`src/rtl/bcd_pkg.sv`:
```
// Shared types and helpers for the sequential binary-to-BCD converter.
package bcd_pkg;

    localparam int BCD_DIGIT_W = 4;

    typedef enum logic [1:0] {
        IDLE  = 2'd0,
        SHIFT = 2'd1,
        DONE  = 2'd2
    } state_t;

    // Decimal digits needed to show the largest bin_w-bit unsigned value.
    function automatic int max_digits(input int bin_w);
        longint unsigned v;
        int              d;
        v = (bin_w >= 64) ? '1 : ((64'd1 << bin_w) - 64'd1);
        d = 0;
        for (int i = 0; i < 20; i++) begin
            if (v != 64'd0) begin
                d++;
                v = v / 64'd10;
            end
        end
        if (d == 0) d = 1;
        return d;
    endfunction

endpackage

```
`src/rtl/bcd_digit_adjust.sv`:
```
// Double-dabble digit correction: a BCD digit of 5 or more gets +3 before the shift.
module bcd_digit_adjust
    import bcd_pkg::*;
(
    input  logic [BCD_DIGIT_W-1:0] i_digit,
    output logic [BCD_DIGIT_W-1:0] o_digit
);

    assign o_digit = (i_digit >= 4'd5) ? (i_digit + 4'd3) : i_digit;

endmodule

```
`src/rtl/bcd_convert_seq.sv`:
```
// Iterative binary-to-BCD converter (shift-and-add-3), one input bit per clock,
// with start/done handshake, registered result and overflow flag.
module bcd_convert_seq
    import bcd_pkg::*;
#(
    parameter int BIN_W  = 16,
    parameter int DIGITS = 5
) (
    input  logic                            clk,
    input  logic                            rst_n,
    input  logic                            start,
    input  logic [BIN_W-1:0]                bin,
    output logic                            busy,
    output logic                            done,
    output logic [BCD_DIGIT_W*DIGITS-1:0]   bcd,
    output logic                            overflow
);

    localparam int SCR_W = BCD_DIGIT_W * DIGITS;
    localparam int CNT_W = $clog2(BIN_W);

    if (BIN_W < 4 || BIN_W > 32) begin : g_bad_bin_w
        $error("bcd_convert_seq: BIN_W=%0d outside 4..32", BIN_W);
    end
    if (DIGITS < 1 || DIGITS > 10) begin : g_bad_digits
        $error("bcd_convert_seq: DIGITS=%0d outside 1..10", DIGITS);
    end

    state_t             r_state;
    state_t             w_state_next;
    logic [BIN_W-1:0]   r_shreg;
    logic [SCR_W-1:0]   r_scratch;
    logic [SCR_W-1:0]   w_adj;
    logic               r_ovf;
    logic [CNT_W-1:0]   r_count;
    logic [SCR_W-1:0]   r_bcd;
    logic               r_overflow;
    logic               r_done;
    logic               w_load;
    logic               w_shift;
    logic               w_finish;
    logic               w_busy;

    for (genvar gi = 0; gi < DIGITS; gi++) begin : g_adj
        bcd_digit_adjust u_adj (
            .i_digit (r_scratch[gi*BCD_DIGIT_W +: BCD_DIGIT_W]),
            .o_digit (w_adj[gi*BCD_DIGIT_W +: BCD_DIGIT_W])
        );
    end

    always_ff @(posedge clk or negedge rst_n) begin
        if (!rst_n) begin
            r_state <= IDLE;
        end else begin
            r_state <= w_state_next;
        end
    end

    always_comb begin
        w_state_next = r_state;
        case (r_state)
            IDLE:    if (start) w_state_next = SHIFT;
            SHIFT:   if (r_count == '0) w_state_next = DONE;
            DONE:    w_state_next = IDLE;
            default: w_state_next = IDLE;
        endcase
    end

    always_comb begin
        w_load   = (r_state == IDLE) && start;
        w_shift  = (r_state == SHIFT);
        w_finish = (r_state == DONE);
        w_busy   = (r_state != IDLE);
    end

    // Digits are adjusted before every shift; the bit leaving the top digit marks overflow.
    always_ff @(posedge clk or negedge rst_n) begin
        if (!rst_n) begin
            r_shreg    <= '0;
            r_scratch  <= '0;
            r_ovf      <= 1'b0;
            r_count    <= '0;
            r_bcd      <= '0;
            r_overflow <= 1'b0;
            r_done     <= 1'b0;
        end else begin
            r_done <= w_finish;
            if (w_load) begin
                r_shreg   <= bin;
                r_scratch <= '0;
                r_ovf     <= 1'b0;
                r_count   <= CNT_W'(BIN_W - 1);
            end else if (w_shift) begin
                r_scratch <= {w_adj[SCR_W-2:0], r_shreg[BIN_W-1]};
                r_shreg   <= {r_shreg[BIN_W-2:0], 1'b0};
                r_ovf     <= r_ovf | w_adj[SCR_W-1];
                if (r_count != '0) begin
                    r_count <= r_count - 1'b1;
                end
            end
            if (w_finish) begin
                r_bcd      <= r_scratch;
                r_overflow <= r_ovf;
            end
        end
    end

    assign busy     = w_busy;
    assign done     = r_done;
    assign bcd      = r_bcd;
    assign overflow = r_overflow;

endmodule

```
`config.mk`:
```
export PLATFORM = sky130hd
export DESIGN_NAME = bcd_convert_seq
export DESIGN_NICKNAME = d
export VERILOG_FILES = /design/src/rtl/bcd_pkg.sv /design/src/rtl/bcd_digit_adjust.sv /design/src/rtl/bcd_convert_seq.sv
export SDC_FILE = /design/constraint.sdc
export NUM_CORES = 1
export LEC_CHECK = 0
export ABC_AREA = 1
export BUFFER_PORTS_ARGS = -buffer_cell sky130_fd_sc_hd__buf_2
export CAP_MARGIN = 20
export CORE_ASPECT_RATIO = 0.8
export CORE_MARGIN = 2
export CORE_UTILIZATION = 35
export DETAILED_ROUTE_END_ITERATION = 16
export HOLD_SLACK_MARGIN = 0.08
export SETUP_SLACK_MARGIN = 0.4
export SYNTH_ARGS = -nofsm -noshare
export SYNTH_HDL_FRONTEND = slang
export SYNTH_SLANG_ARGS = --single-unit
```
`constraint.sdc`:
```
create_clock -name clk -period 1.4 [get_ports clk]
set_clock_uncertainty 0.1 [all_clocks]
set_input_delay 0.07 -clock clk [delete_from_list [all_inputs] [get_ports clk]]
set_output_delay 0.07 -clock clk [all_outputs]
set_load 0.05 [all_outputs]
```
==> qor.yml, run 1 <==
ir_drop_mv: 1.06
path_clk_slew_ns: 0.08
layout_setup_ws_ns: 0.0741
internal-power_mw: 6.56
coreArea_um2: 8520
cts-hold-fix-buffers: 17
period_share: 0.947
finalInstanceArea_um2: 4790
synth-seq-cells: 65
portBuffers: 41
synth_cells: 378
switching_share: 0.448
status: "completed"
drive_gt1_frac: 0.422
fin_util: 0.562
clk_latency_ns: 0.34
critical_path.cell_chain: "buf_6 -> o21ai_4 -> buf_6 -> nand2_2 -> o211ai_1"
leakage_nw: 2.41
setup_viol: 0
netlist_area_um2: 3090
cts_tree: "built"
cts-root-buf: "clkbuf_8"
timing_worst_setup_path_type: "reg2reg"
drt_iter0_drc: 143
routedWlPerCell_um: 13.4
grt_pass1_wl_mm: 12.5
r2r_slack_ns: 0.07
critical_path.most_common_cell: "buf_6"
rr_endpoint: "r_shreg[1]"
crit_fanout: 8
antenna_cells: 0
cp.arrival_ns: 1.49
crit_start: "r_state[0]"
antenna_found_initial: 0
die-area_um2: 9610
dr.pass1.iters: 4
start_util: 0.363
nets: 515
wl_mm: 8.08
die_h_um: 88.1
start_kind: "flop"
hold_viol_final: 0
share_comb_of_total_power: 0.558
place_hpwl_mm: 4.57
areaGrowthSynthToFinish_pct: 54.8
slowest_delay_ns: 0.45
relSlewSlack: 0.755
antenna_left: 0
htree_levels: 3
gp_congestion: 0.845
power.switching_mw: 5.33
io_pins: 42
viasPerCell: 4.78
placed_cells: 528
syn_nets: 408
r2r_start: "r_state[0]"
crit_cells: 5
ys.warnings.count: 0
worstSetupEndpoint: "r_shreg[1]"
seqPwrFrac: 0.288
crit_buf_inv: 2
placed_cell_area_um2: 3630
first_global_vias: 2676
track_usage: 0.168
post-place-ws_ns: 0.137
hold_slack_ns: 0.0482
ys_types: 18
min_path_type: "in2reg"
remaining_drc_errors: 0
die_w_um: 109
required_ns: 1.56
powerDensity_nw_per_um2: 2480
critPathTopFamily: "flip-flops"
slew_viol_final: 0
critPathSlowestCell: "dfrtp_2"
rows: 30
p_clk_frac: 0.154
worst_pin_slew_ns: 0.367
holdPathStages: 3
grt_max_degree: 66
stdcell_count: 602
numCtsBuffers: 9
vias: 2880
ys_seq_area_frac: 0.526
endpoint_kind: "flop"
cts.path.max_buffers: 2
max_freq_mhz: 754
rsz0062_at_grt: "yes"
grt.overflow.total: 0
post-route-min-period_ns: 1.33
p_total_mw: 11.9
fin_setup_tns_ns: 0
clock-sinks: 65
cap_violations: 0
reg2reg_depth: 5
syn_area_per_cell_um2: 8.19
## cells in the mapped netlist
cell | n | area share
inv_2 | 2 | 0.0024
nor2_2 | 2 | 0.0040
o21ai_1 | 30 | 0.049
inv_1 | 33 | 0.040
nor2_1 | 2 | 0.0024
o211ai_1 | 1 | 0.0024
dfrtp_1 | 65 | 0.53
ha_1 | 11 | 0.044
o21ai_0 | 11 | 0.018
buf_4 | 4 | 0.0097
nand4_1 | 10 | 0.020
buf_2 | 7 | 0.011
inv_4 | 1 | 0.0020
clkinv_4 | 1 | 0.0028
nand2_4 | 3 | 0.011
nand2_1 | 150 | 0.18
nand3_1 | 44 | 0.071
nand2_2 | 1 | 0.0020
## timing repair
action	4_1_cts	5_1_grt
buffers inserted	14	23
gates resized for setup	57	66
hold endpoints to repair	86	2
pin swaps	3	26
gates cloned	2	2
endpoints found under the setup margin	86	88
## layer usage
metal | vias up | share of wire | global-route usage
met1 | 1358 | 0.46 | 0.222
met2 | 67 | 0.48 | 0.265
met5 | - | 0 | 0
li1 | 1443 | - | -
met3 | 12 | 0.040 | 0.0469
met4 | 0 | 0.018 | 0.0606
## placed cells by master (no fill, tap or decap), drive strengths merged, types with 10 or more instances in the layout
| cell type | count |
|---|---|
| dlygate4sd3 | 17 |
| inv | 36 |
| nand4 | 10 |
| ha | 11 |
| nand3 | 44 |
| o21ai | 41 |
| clkbuf | 12 |
| buf | 89 |
| nand2 | 154 |
| dfrtp | 65 |
## flip-flops by register name, indices dropped and copies added, names as in the netlist
name       cells
done           1
r_count        4
r_shreg       16
r_ovf          1
overflow       1
r_state        2
r_scratch     20
bcd           20
## logic make-up after synthesis
kind of cell / synth area share
AND/OR/NAND/NOR: 0.293
flip-flops: 0.526
buffers and inverters: 0.0683
AO/OA/AOI/OAI: 0.0687
adder cells (fa/ha/maj): 0.0445
## power groups by stage
stage,sequential (mW),clock [mW],combinational [mW]
2_1_floorplan,4.11,0,3.03
3_3_place_gp,3.27,0,4.93
3_5_place_dp,3.28,0,5.00
4_1_cts,3.32,1.89,5.78
5_1_grt,3.53,1.95,7.30
6_report,3.43,1.83,6.63
## how the worst min path moves through the flow
stage / start / endpoint / slack, ns
4_1_cts: start / r_state[0] / 0.009
6_report: start / r_state[0] / 0.05
2_1_floorplan: rst_n / bcd[0] / -0.33
5_1_grt: start / r_state[0] / 0.05
3_3_place_gp: rst_n / bcd[19] / 0.02
3_5_place_dp: rst_n / bcd[11] / 0.02
## tightest hold or removal path, cell delays in order
cell	delay (ns)
buf_2	0.14
nand2_4	0.15
nand2_4	0.09
## layout make-up
cell class                      instances  area [um2]
Timing Repair Buffer                  107         981
Sequential cell                        65        1630
Multi-Input combinational cell        265        1650
Inverter                               37         154
Fill cell                             719        3730
Clock inverter                          5        77.6
Clock buffer                           11         151
Tap cell                              112         140
No activity file was read; power rests on OpenSTA's default activity.
==> run 2, diff against run 1 <==
--- a/config.mk
+++ b/config.mk
@@ -5,11 +5,9 @@
 export SDC_FILE = /design/constraint.sdc
 export NUM_CORES = 1
 export LEC_CHECK = 0
-export ABC_AREA = 1
 export BUFFER_PORTS_ARGS = -buffer_cell sky130_fd_sc_hd__buf_2
 export CAP_MARGIN = 20
 export CORE_ASPECT_RATIO = 0.8
-export CORE_MARGIN = 2
 export CORE_UTILIZATION = 35
 export DETAILED_ROUTE_END_ITERATION = 16
 export HOLD_SLACK_MARGIN = 0.08
==> qor.yml, run 2 <==
powerDensity_nw_per_um2: 2350  # was 2480 nW/um2
track_usage: 0.168  # about the same
clk_latency_ns: 0.34  # about the same
syn_nets: 306  # was 408
drive_gt1_frac: 0.521  # was 0.422
netlist_area_um2: 2970  # was 3090 um2
drt_iter0_drc: 102  # was 143
cts_tree: "built"  # unchanged
layout_commonest_cell: "dfrtp_1"  # was nand2_1
routedWlPerCell_um: 13.6  # was 13.4 um
first_global_vias: 2444  # was 2676
r2r_start: "r_state[0]"  # unchanged
ys_types: 30  # was 18
synthTopCellsByCount: "dfrtp_1, nand2_1, a22oi_1, mux2_2, o21ai_0"  # was nand2_1, dfrtp_1, nand3_1, inv_1, o21ai_1
dr.pass1.iters: 4  # unchanged
yosysMostFrequentCell: "dfrtp_1"  # was nand2_1
cp.arrival_ns: 1.65  # was 1.49 ns
clock-sinks: 65  # unchanged
layout_setup_ws_ns: -0.127  # was 0.0741 ns
slew_viol_final: 0  # unchanged
ys_seq_area_frac: 0.549  # was 0.526
ys.flop_type: "dfrtp_1"  # unchanged
vias: 2423  # was 2880
die_h_um: 84.3  # was 88.1 um
violations: "negative setup slack"
leakage_nw: 2.20  # was 2.41 nW
async_reset_ff_frac: 1.00  # unchanged
min_path_type: "in2async"  # was in2reg
endpoint_kind: "flop"  # unchanged
die_w_um: 105  # was 109 um
post-route-min-period_ns: 1.53  # was 1.33 ns
ys.warnings.count: 0  # unchanged
rows: 29  # was 30
place_hpwl_mm: 4.64  # was 4.57 mm
hold_viol_final: 0  # unchanged
viasPerCell: 4.76  # was 4.78
crit_fanout: 6  # was 8
worst_pin_slew_ns: 0.380  # was 0.367 ns
synth-seq-cells: 65  # unchanged
post-place-ws_ns: -0.116  # was 0.137 ns
ir_drop_mv: 1.37  # was 1.06 mV
antenna_cells: 0  # unchanged
synth_top_cells_by_area: "dfrtp_1, nand2_1, mux2_2"  # was dfrtp_1, nand2_1, nand3_1
cap_violations: 0  # unchanged
coreArea_um2: 8060  # was 8520 um2
placed_cell_area_um2: 3880  # was 3630 um2
reg2reg_depth: 4  # was 5
syn_area_per_cell_um2: 10.7  # was 8.19 um2
rsz0062_at_grt: "yes"  # unchanged
grt_max_degree: 36  # was 66
wl_mm: 6.91  # was 8.08 mm
max_freq_mhz: 655  # was 754 MHz
htree_levels: 3  # unchanged
p_total_mw: 11.1  # was 11.9 mW
areaGrowthSynthToFinish_pct: 59.0  # was 54.8%
status: "complete, but fails checks"  # was completed
numCtsBuffers: 9  # unchanged
synth_top_area_frac: 0.549  # was 0.526
final_cell_mix: "dfrtp_1, buf_4, nand2_1, buf_6, buf_2"  # was nand2_1, dfrtp_1, buf_4, o21ai_1, buf_6
nFillCells: 672  # was 719
synth_top_area_cell: "dfrtp_1"  # unchanged
relSlewSlack: 0.747  # was 0.755
die-area_um2: 8850  # was 9610 um2
rr_endpoint: "r_scratch[15]"  # was r_shreg[1]
finalInstanceArea_um2: 4710  # was 4790 um2
cts.path.max_buffers: 2  # unchanged
r2r_slack_ns: -0.13  # was 0.07 ns
gp_congestion: 0.833  # was 0.845
synth_cells: 276  # was 378
start_util: 0.368  # was 0.363
start_kind: "flop"  # unchanged
period_share: 1.09  # was 0.947
path_clk_slew_ns: 0.08  # about the same
cts-root-buf: "clkbuf_8"  # unchanged
timing_worst_setup_path_type: "reg2reg"  # unchanged
grt.overflow.total: 0  # unchanged
setup_viol: 35  # was 0
portBuffers: 41  # unchanged
antenna_left: 0  # unchanged
required_ns: 1.52  # was 1.56 ns
io_pins: 42  # unchanged
synth_edf_count: 0  # unchanged
grt_pass1_wl_mm: 11.7  # was 12.5 mm
nets: 426  # was 515
remaining_drc_errors: 0  # unchanged
antenna_found_initial: 0  # unchanged
run 2: cell count changes after synthesis, moves of 8 or more:
| cell | previous run | this run |
|---|---|---|
| nand2_1 | 150 | 49 |
| nand3_1 | 44 | 14 |
| o21ai_1 | 30 | 9 |
| inv_1 | 33 | 13 |
| a22oi_1 | 0 | 15 |
| mux2_2 | 0 | 15 |
| o31ai_1 | 0 | 11 |
| nand4_1 | 10 | 0 |
| nand2b_1 | 0 | 8 |
run 2: worst max-delay path by stage:
stage	from	endpoint	depth (start not counted)
after floorplan	r_scratch[1]	r_scratch[2]	6
after global placement	r_state[0]	r_scratch[18]	3
after detailed placement	r_count[0]	r_count[0]	6
after CTS	r_count[0]	r_count[0]	6
after global routing	r_count[0]	r_count[0]	6
final	r_state[0]	r_scratch[15]	4
run 2: final cells by class:
class	count	area, um2	area share
Timing Repair Buffer	124	1090	0.232
Clock inverter	4	52.6	0.0111
Sequential cell	65	1630	0.345
Multi-Input combinational cell	183	1610	0.342
Tap cell	108	135	0.0287
Clock buffer	12	145	0.0308
Inverter	13	48.8	0.0104
run 2: worst max-delay path, stage by stage, from the launching register on:
cell and delay (ns):
dfrtp_1 0.42, or3b_4 0.48, nand2_8 0.12, o31ai_1 0.08
a32o_1 0.22
run 2: what timing repair did:
item / CTS / global route
endpoints found under the hold margin: 81 / 0
setup endpoints to repair: 88 / 88
resized for setup: 58 / 29
hold buffers: 17 / 0
pin swaps: 3 / 10
setup buffers: 6 / 12
run 2: routing by layer:
| layer | vias up | GRT usage | part of all wire |
|---|---|---|---|
| li1 | 1209 | - | - |
| met4 | 0 | 0.0576 | 0.015 |
| met3 | 11 | 0.0450 | 0.039 |
| met1 | 1158 | 0.226 | 0.48 |
| met2 | 45 | 0.263 | 0.47 |
| met5 | - | 0 | 0 |
run 2: power breakdown:
part / total, mW / switching (mW) / leakage (nW) / internal [mW]
Combinational: 6.18 / 3.01 / 1.27 / 3.17
Sequential: 3.33 / 0.689 / 0.836 / 2.64
Clock: 1.58 / 0.707 / 0.101 / 0.875
run 2: kinds of logic after synthesis:
| logic type | after synthesis | share of synthesized area |
|---|---|---|
| mux | 16 | 0.0603 |
| compound gates | 65 | 0.144 |
| xor+xnor | 11 | 0.0325 |
| buf+inv | 28 | 0.0439 |
| flops | 65 | 0.549 |
| simple gates | 80 | 0.124 |
| fa+ha+maj | 11 | 0.0464 |
run 2: through the flow:
stage,setup TNS [ns],util,hold slack (ns),cells
after floorplan,-0.329,-,-0.326,276
after detailed placement,-1.55,0.482,-0.0933,458
after CTS,-1.31,0.557,0.0638,497
after global placement,-0.699,0.482,-0.0995,458
final,-1.74,0.585,0.0714,509
after global routing,-4.19,0.585,0.0892,509
